<file path="src/rtl/traffic_pkg.sv">
// traffic_pkg
// Shared encodings for the two-road traffic-light controller: per-road light
// state codes, lamp colour codes, mode encoding and the phase enum, plus
// small decode helpers used by the controller's output stage.
package traffic_pkg;

  localparam logic [2:0] LS_RED    = 3'd0;
  localparam logic [2:0] LS_GREEN  = 3'd1;
  localparam logic [2:0] LS_YELLOW = 3'd2;
  localparam logic [2:0] LS_ONLINE = 3'd3;
  localparam logic [2:0] LS_PAUSE  = 3'd4;

  localparam logic [7:0] COL_OFF    = 8'd0;
  localparam logic [7:0] COL_RED    = 8'd1;
  localparam logic [7:0] COL_GREEN  = 8'd2;
  localparam logic [7:0] COL_YELLOW = 8'd3;
  localparam logic [7:0] COL_ONLINE = 8'd4;

  localparam logic [1:0] MODE_RUN    = 2'd0;
  localparam logic [1:0] MODE_PAUSE  = 2'd1;
  localparam logic [1:0] MODE_ONLINE = 2'd2;

  typedef enum logic [1:0] {
    MG_SR = 2'd0,
    MY_SR = 2'd1,
    MR_SG = 2'd2,
    MR_SY = 2'd3
  } phase_t;

  // Code 3 is not a mode of its own; it behaves exactly like PAUSE.
  function automatic logic [1:0] norm_mode(input logic [1:0] m);
    return (m == 2'd3) ? MODE_PAUSE : m;
  endfunction

  function automatic logic [2:0] main_state(input phase_t p);
    case (p)
      MG_SR:   return LS_GREEN;
      MY_SR:   return LS_YELLOW;
      default: return LS_RED;
    endcase
  endfunction

  function automatic logic [2:0] sub_state(input phase_t p);
    case (p)
      MR_SG:   return LS_GREEN;
      MR_SY:   return LS_YELLOW;
      default: return LS_RED;
    endcase
  endfunction

  function automatic logic [7:0] state_color(input logic [2:0] s);
    case (s)
      LS_RED:    return COL_RED;
      LS_GREEN:  return COL_GREEN;
      LS_YELLOW: return COL_YELLOW;
      default:   return COL_OFF;
    endcase
  endfunction

endpackage

</file>
<file path="src/rtl/tick_prescaler.sv">
// tick_prescaler
// Divides clk down to a one-cycle tick every CLOCK_HZ enabled cycles.
// Ports:
//   clk  - system clock
//   rst  - synchronous active-high reset, counter to 0
//   en   - count enable; while low the counter holds and no tick is issued
//   clr  - synchronous clear of the counter
//   tick - high for the enabled cycle in which the counter sits at CLOCK_HZ-1
module tick_prescaler #(
  parameter int CLOCK_HZ = 5
) (
  input  logic clk,
  input  logic rst,
  input  logic en,
  input  logic clr,
  output logic tick
);

  localparam int CW = (CLOCK_HZ > 1) ? $clog2(CLOCK_HZ) : 1;
  localparam logic [CW-1:0] LAST = CW'(CLOCK_HZ - 1);

  logic [CW-1:0] cnt;

  assign tick = en && (cnt == LAST);

  always_ff @(posedge clk) begin
    if (rst || clr) begin
      cnt <= '0;
    end else if (en) begin
      cnt <= (cnt == LAST) ? '0 : cnt + 1'b1;
    end
  end

endmodule

</file>
<file path="src/rtl/traffic_light_ctrl.sv">
// traffic_light_ctrl
// Two-road (main/sub) traffic-light sequencer with run, pause and flashing
// (online) modes, driving light state, colour code and countdown per road.
// Ports:
//   clk, rst                      - system clock, synchronous active-high reset
//   mode[1:0]                     - 0 RUN, 1 PAUSE, 2 ONLINE, 3 as PAUSE
//   source_en / Source            - lamp power enable / its registered copy
//   main_light_state, sub_light_state [2:0] - RED/GREEN/YELLOW/ONLINE/PAUSE
//   MainColor, SubColor [7:0]     - OFF/RED/GREEN/YELLOW/ONLINE colour code
//   main_rest_time, sub_rest_time - seconds left in the current light
//   MainTime, SubTime [15:0]      - rest times zero-extended for the display
//
// Phase FSM:
//   state | meaning
//   MG_SR | main green,  sub red
//   MY_SR | main yellow, sub red
//   MR_SG | main red,    sub green
//   MR_SY | main red,    sub yellow
module traffic_light_ctrl
  import traffic_pkg::*;
#(
  parameter int CLOCK_HZ     = 5,
  parameter int MAIN_GREEN_T = 16,
  parameter int SUB_GREEN_T  = 16,
  parameter int YELLOW_T     = 3,
  parameter int TIME_W       = 5
) (
  input  logic              clk,
  input  logic              rst,
  input  logic [1:0]        mode,
  input  logic              source_en,
  output logic              Source,
  output logic [2:0]        main_light_state,
  output logic [2:0]        sub_light_state,
  output logic [7:0]        MainColor,
  output logic [7:0]        SubColor,
  output logic [TIME_W-1:0] main_rest_time,
  output logic [TIME_W-1:0] sub_rest_time,
  output logic [15:0]       MainTime,
  output logic [15:0]       SubTime
);

  localparam logic [TIME_W-1:0] LD_MG_MAIN = TIME_W'(MAIN_GREEN_T);
  localparam logic [TIME_W-1:0] LD_MG_SUB  = TIME_W'(MAIN_GREEN_T + YELLOW_T);
  localparam logic [TIME_W-1:0] LD_MR_MAIN = TIME_W'(SUB_GREEN_T + YELLOW_T);
  localparam logic [TIME_W-1:0] LD_MR_SUB  = TIME_W'(SUB_GREEN_T);
  localparam logic [TIME_W-1:0] LD_YELLOW  = TIME_W'(YELLOW_T);

  phase_t            phase, phase_nx;
  logic [TIME_W-1:0] main_cnt, main_nx;
  logic [TIME_W-1:0] sub_cnt, sub_nx;
  logic              flash, flash_nx;
  logic [1:0]        mode_q;
  logic [1:0]        mode_n;
  logic              mode_chg;
  logic              leave_online;
  logic              tick;
  logic              active_one;

  assign mode_n       = norm_mode(mode);
  assign mode_chg     = (mode_n != mode_q);
  assign leave_online = mode_chg && (mode_q == MODE_ONLINE);

  // Holding the prescaler on the mode-change cycle both discards a
  // coincident tick and lets PAUSE->RUN resume on the exact cycle count.
  tick_prescaler #(
    .CLOCK_HZ(CLOCK_HZ)
  ) u_prescaler (
    .clk (clk),
    .rst (rst),
    .en  ((mode_n != MODE_PAUSE) && !mode_chg),
    .clr (leave_online),
    .tick(tick)
  );

  // The road currently showing green/yellow owns the phase boundary.
  assign active_one = (phase == MG_SR || phase == MY_SR) ? (main_cnt == TIME_W'(1))
                                                         : (sub_cnt == TIME_W'(1));

  always_comb begin
    phase_nx = phase;
    main_nx  = main_cnt;
    sub_nx   = sub_cnt;
    flash_nx = flash;

    if (leave_online) begin
      phase_nx = MG_SR;
      main_nx  = LD_MG_MAIN;
      sub_nx   = LD_MG_SUB;
    end

    if (mode_n == MODE_ONLINE) begin
      if (mode_chg) begin
        flash_nx = 1'b1;
      end else if (tick) begin
        flash_nx = ~flash;
      end
    end else if (mode_n == MODE_RUN && tick) begin
      if (active_one) begin
        case (phase)
          MG_SR: begin
            phase_nx = MY_SR;
            main_nx  = LD_YELLOW;
            sub_nx   = sub_cnt - 1'b1;
          end
          MY_SR: begin
            phase_nx = MR_SG;
            main_nx  = LD_MR_MAIN;
            sub_nx   = LD_MR_SUB;
          end
          MR_SG: begin
            phase_nx = MR_SY;
            main_nx  = main_cnt - 1'b1;
            sub_nx   = LD_YELLOW;
          end
          default: begin
            phase_nx = MG_SR;
            main_nx  = LD_MG_MAIN;
            sub_nx   = LD_MG_SUB;
          end
        endcase
      end else begin
        main_nx = main_cnt - 1'b1;
        sub_nx  = sub_cnt - 1'b1;
      end
    end
  end

  always_ff @(posedge clk) begin
    if (rst) begin
      phase            <= MG_SR;
      main_cnt         <= LD_MG_MAIN;
      sub_cnt          <= LD_MG_SUB;
      flash            <= 1'b0;
      mode_q           <= MODE_RUN;
      Source           <= 1'b1;
      main_light_state <= LS_GREEN;
      sub_light_state  <= LS_RED;
      MainColor        <= COL_GREEN;
      SubColor         <= COL_RED;
      main_rest_time   <= LD_MG_MAIN;
      sub_rest_time    <= LD_MG_SUB;
    end else begin
      phase    <= phase_nx;
      main_cnt <= main_nx;
      sub_cnt  <= sub_nx;
      flash    <= flash_nx;
      mode_q   <= mode_n;
      Source   <= source_en;

      main_light_state <= main_state(phase_nx);
      sub_light_state  <= sub_state(phase_nx);
      main_rest_time   <= main_nx;
      sub_rest_time    <= sub_nx;
      // Colours track the phase in RUN and PAUSE, so a pause keeps the
      // last running colour without extra storage.
      MainColor <= source_en ? state_color(main_state(phase_nx)) : COL_OFF;
      SubColor  <= source_en ? state_color(sub_state(phase_nx)) : COL_OFF;

      if (mode_n == MODE_ONLINE) begin
        main_light_state <= LS_ONLINE;
        sub_light_state  <= LS_ONLINE;
        main_rest_time   <= '0;
        sub_rest_time    <= '0;
        MainColor        <= (source_en && flash_nx) ? COL_ONLINE : COL_OFF;
        SubColor         <= (source_en && flash_nx) ? COL_ONLINE : COL_OFF;
      end else if (mode_n == MODE_PAUSE) begin
        main_light_state <= LS_PAUSE;
        sub_light_state  <= LS_PAUSE;
      end
    end
  end

  assign MainTime = 16'(main_rest_time);
  assign SubTime  = 16'(sub_rest_time);

endmodule

</file>
<file path="config.mk">
export PLATFORM = sky130hd
export DESIGN_NAME = traffic_light_ctrl
export DESIGN_NICKNAME = d
export VERILOG_FILES = /design/src/rtl/traffic_pkg.sv /design/src/rtl/tick_prescaler.sv /design/src/rtl/traffic_light_ctrl.sv
export SDC_FILE = /design/constraint.sdc
export NUM_CORES = 1
export LEC_CHECK = 0
export CAP_MARGIN = 10
export CORE_UTILIZATION = 40
export DETAILED_ROUTE_END_ITERATION = 10
export PLACE_DENSITY = 0.67
export REMOVE_ABC_BUFFERS = 1
export SLEW_MARGIN = 10
export SYNTH_ARGS = -nofsm -noshare
export SYNTH_HDL_FRONTEND = slang
export SYNTH_SLANG_ARGS = --single-unit
</file>
<file path="constraint.sdc">
create_clock -name clk -period 6.4 [get_ports clk]
set_input_delay 0.64 -clock clk [delete_from_list [all_inputs] [get_ports clk]]
set_output_delay 0.64 -clock clk [all_outputs]
set_load 0.005 [all_outputs]
</file>
Word level (Yosys, flattened, before mapping)

Index checks and enable logic that the tools add are counted.

Eq/ne operators: 18
$add $sub $neg: 3
Bitwise gates (word level): 1
Multiplexer cells: 38
Reductions and logical operators: 14

Operators with widths:

| operator                                                               | count |
|---|---|
| 5-bit 2-to-1 mux                                                       | 10 |
| 8-bit 2-to-1 mux                                                       | 4 |
| 5-bit one-hot mux with 3 select lines                                  | 2 |
| 3-bit 2-to-1 mux                                                       | 6 |
| 2-bit one-hot mux with 3 select lines                                  | 3 |
| 2-bit 2-to-1 mux                                                       | 7 |
| 2-bit equality test (second input constant)                            | 6 |
| 5-bit by 1-bit equality test with 1-bit output (second input constant) | 2 |
| 5-bit by 1-bit subtractor with 5-bit output (second input constant)    | 2 |
| 2-bit one-hot mux with 2 select lines                                  | 2 |
| 2-bit by 1-bit equality test with 1-bit output (second input constant) | 3 |
| 3-bit by 1-bit equality test with 1-bit output (second input constant) | 2 |
| 3-bit by 2-bit equality test with 1-bit output (second input constant) | 2 |
| 2-bit logical NOT                                                      | 3 |
| 3-bit logical NOT                                                      | 2 |
| 1-bit logical AND                                                      | 5 |
| 1-bit 2-to-1 mux                                                       | 4 |
| 3-bit by 1-bit adder with 3-bit output (second input constant)         | 1 |
| 3-bit equality test (second input constant)                            | 1 |
| 1-bit logical OR                                                       | 2 |
| 2-bit by 1-bit != test with 1-bit output (second input constant)       | 1 |
| 2-bit != test                                                          | 1 |
| 2-bit OR reduction                                                     | 1 |
| 1-bit logical NOT                                                      | 1 |
| 1-bit inverter                                                         | 1 |

Register bits: 51

Depth between registers and ports, before layout

Depth after elaboration: 16
Gate-level depth with buffers: 8
Gate-level depth less buffers: 7

By module

Synthesis repeated with hierarchy kept, for this count alone.

Cell total of the unflattened synthesis: 246
Area, all modules: 2130.8 um2

Modules (own cells, without submodules):

| module             | seq. area each (um2) | instances | cells an instance | area an instance (um2) |
|---|---|---|---|---|
| traffic_light_ctrl | 720.7                | 1         | 230               | 1973.1 |
| tick_prescaler     | 60.1                 | 1         | 16                | 157.7 |

Worst setup path before layout

Ideal clock, no wire load.

Path type: input -> register
Start: input port mode[1]
End: register main_cnt[0]
Data required time: 6335 ps
Setup slack: 4328 ps
Arrival: 2006 ps
Cell stages on the path: 6
Cell sequence: buf_2 > nor4_1 > nand3_1 > or4_1 > o211a_1 > nor2_1

Longest elaborated chain between the ends: 9
Elaborated cells between the ends (all ways): 14
Those cells by class: 4 x eq/ne; 4 x mux; 6 x reduce/logical

RTL lines:

| element              | line                      | source |
|---|---|---|
| start, declared      | traffic_light_ctrl.sv:30  | `input logic [1:0] mode,` |
| 2-bit equality test  | traffic_pkg.sv:32         | `return (m == 2'd3) ? MODE_PAUSE : m;` |
| 2-bit 2-to-1 mux *   | traffic_pkg.sv:32         |  |
| 2-bit != test        | traffic_light_ctrl.sv:61  | `assign mode_chg = (mode_n != mode_q);` |
| 1-bit logical NOT    | traffic_light_ctrl.sv:71  | `.en ((mode_n != MODE_PAUSE) && !mode_chg),` |
| 1-bit logical AND    | traffic_light_ctrl.sv:71  |  |
| 1-bit logical AND    | tick_prescaler.sv:24      | `assign tick = en && (cnt == LAST);` |
| 1-bit logical AND    | traffic_light_ctrl.sv:98  | `end else if (mode_n == MODE_RUN && tick) begin` |
| 5-bit 2-to-1 mux     | traffic_light_ctrl.sv:98  |  |
| 5-bit 2-to-1 mux *   | traffic_light_ctrl.sv:92  | `if (mode_n == MODE_ONLINE) begin` |
| end signal, assigned | traffic_light_ctrl.sv:145 | `main_cnt <= main_nx;` |
| end, declared        | traffic_light_ctrl.sv:50  | `logic [TIME_W-1:0] main_cnt, main_nx;` |

Every way passes the cells marked *; elsewhere a longest branch is shown, timed or not.
A chain may end at the register's enable or synchronous reset.

Final worst setup path

Start: register phase[0]
End: register main_light_state[1]

Longest elaborated chain between the ends: 10
Elaborated cells between the ends (all ways): 15
Those cells by class: 3 x eq/ne; 9 x mux; 3 x reduce/logical

RTL lines:

| element                                                                             | line                                                | source |
|---|---|---|
| start, declared                                                                     | traffic_light_ctrl.sv:49                            | `phase_t phase, phase_nx;` |
| start signal, assigned                                                              | traffic_light_ctrl.sv:144                           | `phase <= phase_nx;` |
| 2-bit by 1-bit equality test with 1-bit output or 2-bit logical NOT (tied branches) | traffic_light_ctrl.sv:77, traffic_light_ctrl.sv:100 |  |
| 1-bit logical OR                                                                    | traffic_light_ctrl.sv:77                            | `assign active_one = (phase == MG_SR \|\| phase == MY_SR) ? (main_cnt == TIME_W'(1))` |
| 1-bit 2-to-1 mux                                                                    | traffic_light_ctrl.sv:77                            |  |
| 2-bit 2-to-1 mux                                                                    | traffic_light_ctrl.sv:99                            | `if (active_one) begin` |
| 2-bit 2-to-1 mux                                                                    | traffic_light_ctrl.sv:98                            |  |
| 2-bit 2-to-1 mux *                                                                  | traffic_light_ctrl.sv:92                            |  |
| 2-bit by 1-bit equality test with 1-bit output or 2-bit logical NOT (tied branches) | traffic_pkg.sv:36                                   | `case (p)` |
| 2-bit one-hot mux with 2 select lines *                                             | traffic_pkg.sv:36                                   |  |
| 3-bit 2-to-1 mux *                                                                  | traffic_light_ctrl.sv:167                           | `end else if (mode_n == MODE_PAUSE) begin` |
| 2-bit 2-to-1 mux *                                                                  | traffic_light_ctrl.sv:160                           | `if (mode_n == MODE_ONLINE) begin` |
| end signal, assigned                                                                | traffic_light_ctrl.sv:151                           | `main_light_state <= main_state(phase_nx);` |
| end, declared                                                                       | traffic_light_ctrl.sv:33                            | `output logic [2:0] main_light_state,` |

Marked as above.

==> results.yml <==
yosys:
  netlist_area_mm2: 0.00214
  seq_area_frac_synth_pct: 36.4
  synth_cell_types: 47
  avgSynthCellArea_um2: 8.90
  synth_edf_count: 0
  syn-instance-count: 241
  synth-async-reset-ratio_pct: 0
  synth-seq-cells: 39
  synthFlopType: "dfxtp_1"
  yosysWarnings: 0
power_and_ir_drop:
  powerDensity_mw_per_mm2: 185
  p_leak_nw: 1.03
  ir_worst_vdd_v: 0.000115
clock_network:
  cts_root_buffer: "clkbuf_8"
  cts_sinks: 39
  ctsHoldBuffers: 0
  clock_latency_ns: 0.29
  clock_path_buffers: 2
  clkTransAtPathRegs_ns: 0.07
  cts_tree: "built"
  post_cts_resize_count: 0
  cts_setup_buffers: 0
  ctsHtreeMaxLevel: 2
  cts_made_buffers: 5
layout:
  seqCellArea_um2: 781
  multi_input_area_mm2: 0.00108
  final_common_cell: "dfxtp_1"
  final_cell_mix: "dfxtp_1 (39), clkdlybuf4s50_1 (37), conb_1 (32)"
  nets: 281
  n_antenna_cell: 0
  fill_cells: 533
  syn2layout_area_growth_pct: 14.3
  final_layout_size_suffix_gt1_share_pct: 6.77
  fin_util_pct: 47.7
flow_run:
  drv_cap: 0
floorplan:
  core_area_mm2: 0.00514
  die_x_um: 75.2
  fp.dieH_um: 75.2
  ioPinCount: 70
  fp-row-count: 26
  dieArea_mm2: 0.00566
  initial_core_util_pct: 41.7
timing:
  timing.fmax_mhz: 395
  holdWs_ns: 0.527
  relSlewSlack_pct: 31.7
  final.setup.tns_ns: 0
  final_max_slew_viol_count: 0
  rsz0062_at_grt: "no"
  fin_skew_ns: 0.00385
  setup_viol: 0
  hold_viol: 0
  worstMarginPinSlew_ns: 1.02
  final.period_utilization_pct: 39.6
  period_needed_ns: 2.53
detailed_routing:
  dr.pass1.iters: 4
  post_drt_wl_per_cell_um: 11.4
  viasPerCell: 4.74
  drtIter0Drc: 67
  via_count: 1592
  post-route-drc-count: 0
  wl_um: 3830
  ant_nets: 0
outcome:
  status: "completed"
setup_path:
  cp.required_ns: 6.59
  reg2reg_depth: 7
  reg2reg_from: "phase[0]"
  cpPeakStageDelay_ns: 0.52
  cp.arrival_ns: 2.73
  rrSetupSlack_ns: 3.87
  timing.rr.end: "main_light_state[1]"
  cp_cell_sequence: "inv_1 > ha_1 > nor2_1 > mux2i_4 > nand2_4 > mux2_4 > o32ai_2"
  crit_type: "reg -> reg"
  cp_num_buf_inv: 1
  worst_path_max_delay_cell: "mux2i_4"
  cp-end-kind: "flip-flop"
  cp_max_fo: 12
  path_delay_family: "multiplexers"
  cp-start-kind: "flip-flop"
grt:
  grt_max_degree: 32
  grt_usage_pct: 15.7
  overflow: 0
  grt_pass1_wl_um: 6500
  antenna_found_initial: 0
  grt_pass1_vias: 1425
place:
  port_buffers: 37
  dp_hpwl_um: 2820
  gp_congestion: 0.846
worst_hold_path:
  hold_end: "flash"
  worstHoldPathCells: 2
  holdCritPathClass: "reg -> reg"
  hp-start: "flash"
metal layers:
metal | share of wire [%] | wire [um] | vias up | track usage, %
met4 | 1.8 | 70 | 0 | 6.79
met1 | 46 | 1750 | 728 | 18.8
met2 | 46 | 1780 | 57 | 25.5
met5 | 0 | 0 | - | 0
met3 | 6.0 | 231 | 6 | 5.49
li1 | - | - | 801 | -
worst max-delay path by stage:
stage	start	cells after the start	endpoint
2_1_floorplan	phase[0]	7	main_light_state[1]
6_report	phase[0]	7	main_light_state[1]
5_1_grt	mode[1]	6	SubColor[0]
4_1_cts	phase[0]	7	main_light_state[1]
3_3_place_gp	mode[1]	6	SubColor[0]
3_5_place_dp	mode[1]	6	SubColor[0]
through the flow:
step | power [mW] | area [um^2] | worst slack, ns | cells
final | 0.454 | 2450 | 3.87 | 336
after global routing | 0.476 | 2450 | 3.60 | 336
after CTS | 0.461 | 2450 | 3.86 | 336
after detailed placement | 0.294 | 2360 | 3.61 | 329
after global placement | 0.294 | 2360 | 3.67 | 329
after floorplan | 0.274 | 1910 | 4.20 | 222
registers in the layout, summed over array words and instances (netlist names):
name and count:
sub_light_state 2, Source 1, u_prescaler.cnt 3, MainColor 3, flash 1, main_rest_time 5, mode_q 2, phase 2
SubColor 2, main_light_state 3, main_cnt 5, sub_rest_time 5, sub_cnt 5
report_power, final:
group / switching, mW / internal (mW) / total [mW]
Sequential: 0.00311 / 0.248 / 0.251
Clock: 0.0808 / 0.0844 / 0.165
Combinational: 0.0204 / 0.0173 / 0.0377
Total: 0.104 / 0.350 / 0.454
layout make-up:
| cell class | count | area share [%] |
|---|---|---|
| Clock buffer | 6 | 3.37 |
| Clock inverter | 1 | 0.204 |
| Inverter | 13 | 1.99 |
| Multi-Input combinational cell | 170 | 43.9 |
| Sequential cell | 39 | 31.9 |
| Tap cell | 70 | 3.57 |
| Timing Repair Buffer | 37 | 15.1 |
cells in the mapped netlist, drive strengths merged, types with 6 or more instances:
master | n | area, um^2
buf | 46 | 340
dfxtp | 39 | 781
nor2 | 21 | 78.8
a21oi | 17 | 85.1
nand2b | 14 | 87.6
inv | 13 | 48.8
nand2 | 11 | 48.8
ha | 10 | 125
nor3 | 6 | 35.0
o21bai | 6 | 45.0
worst min-delay path, delay by kind of cell (launching register included):
| kind | cells | cell delay, ns |
|---|---|---|
| flip-flops | 1 | 0.33 |
| AO/OA/AOI/OAI | 1 | 0.05 |
| AND/OR/NAND/NOR | 1 | 0.10 |
logic make-up after synthesis:
group,after synthesis,synth area share [%]
multiplexers,5,3.21
XOR/XNOR,4,1.63
other,1,0.175
AND/OR/NAND/NOR,68,17.5
adder cells (fa/ha/maj),10,5.83
buffers and inverters,63,18.8
AO/OA/AOI/OAI,51,16.4
flip-flops,39,36.4
(Power assumes the default switching activity.)
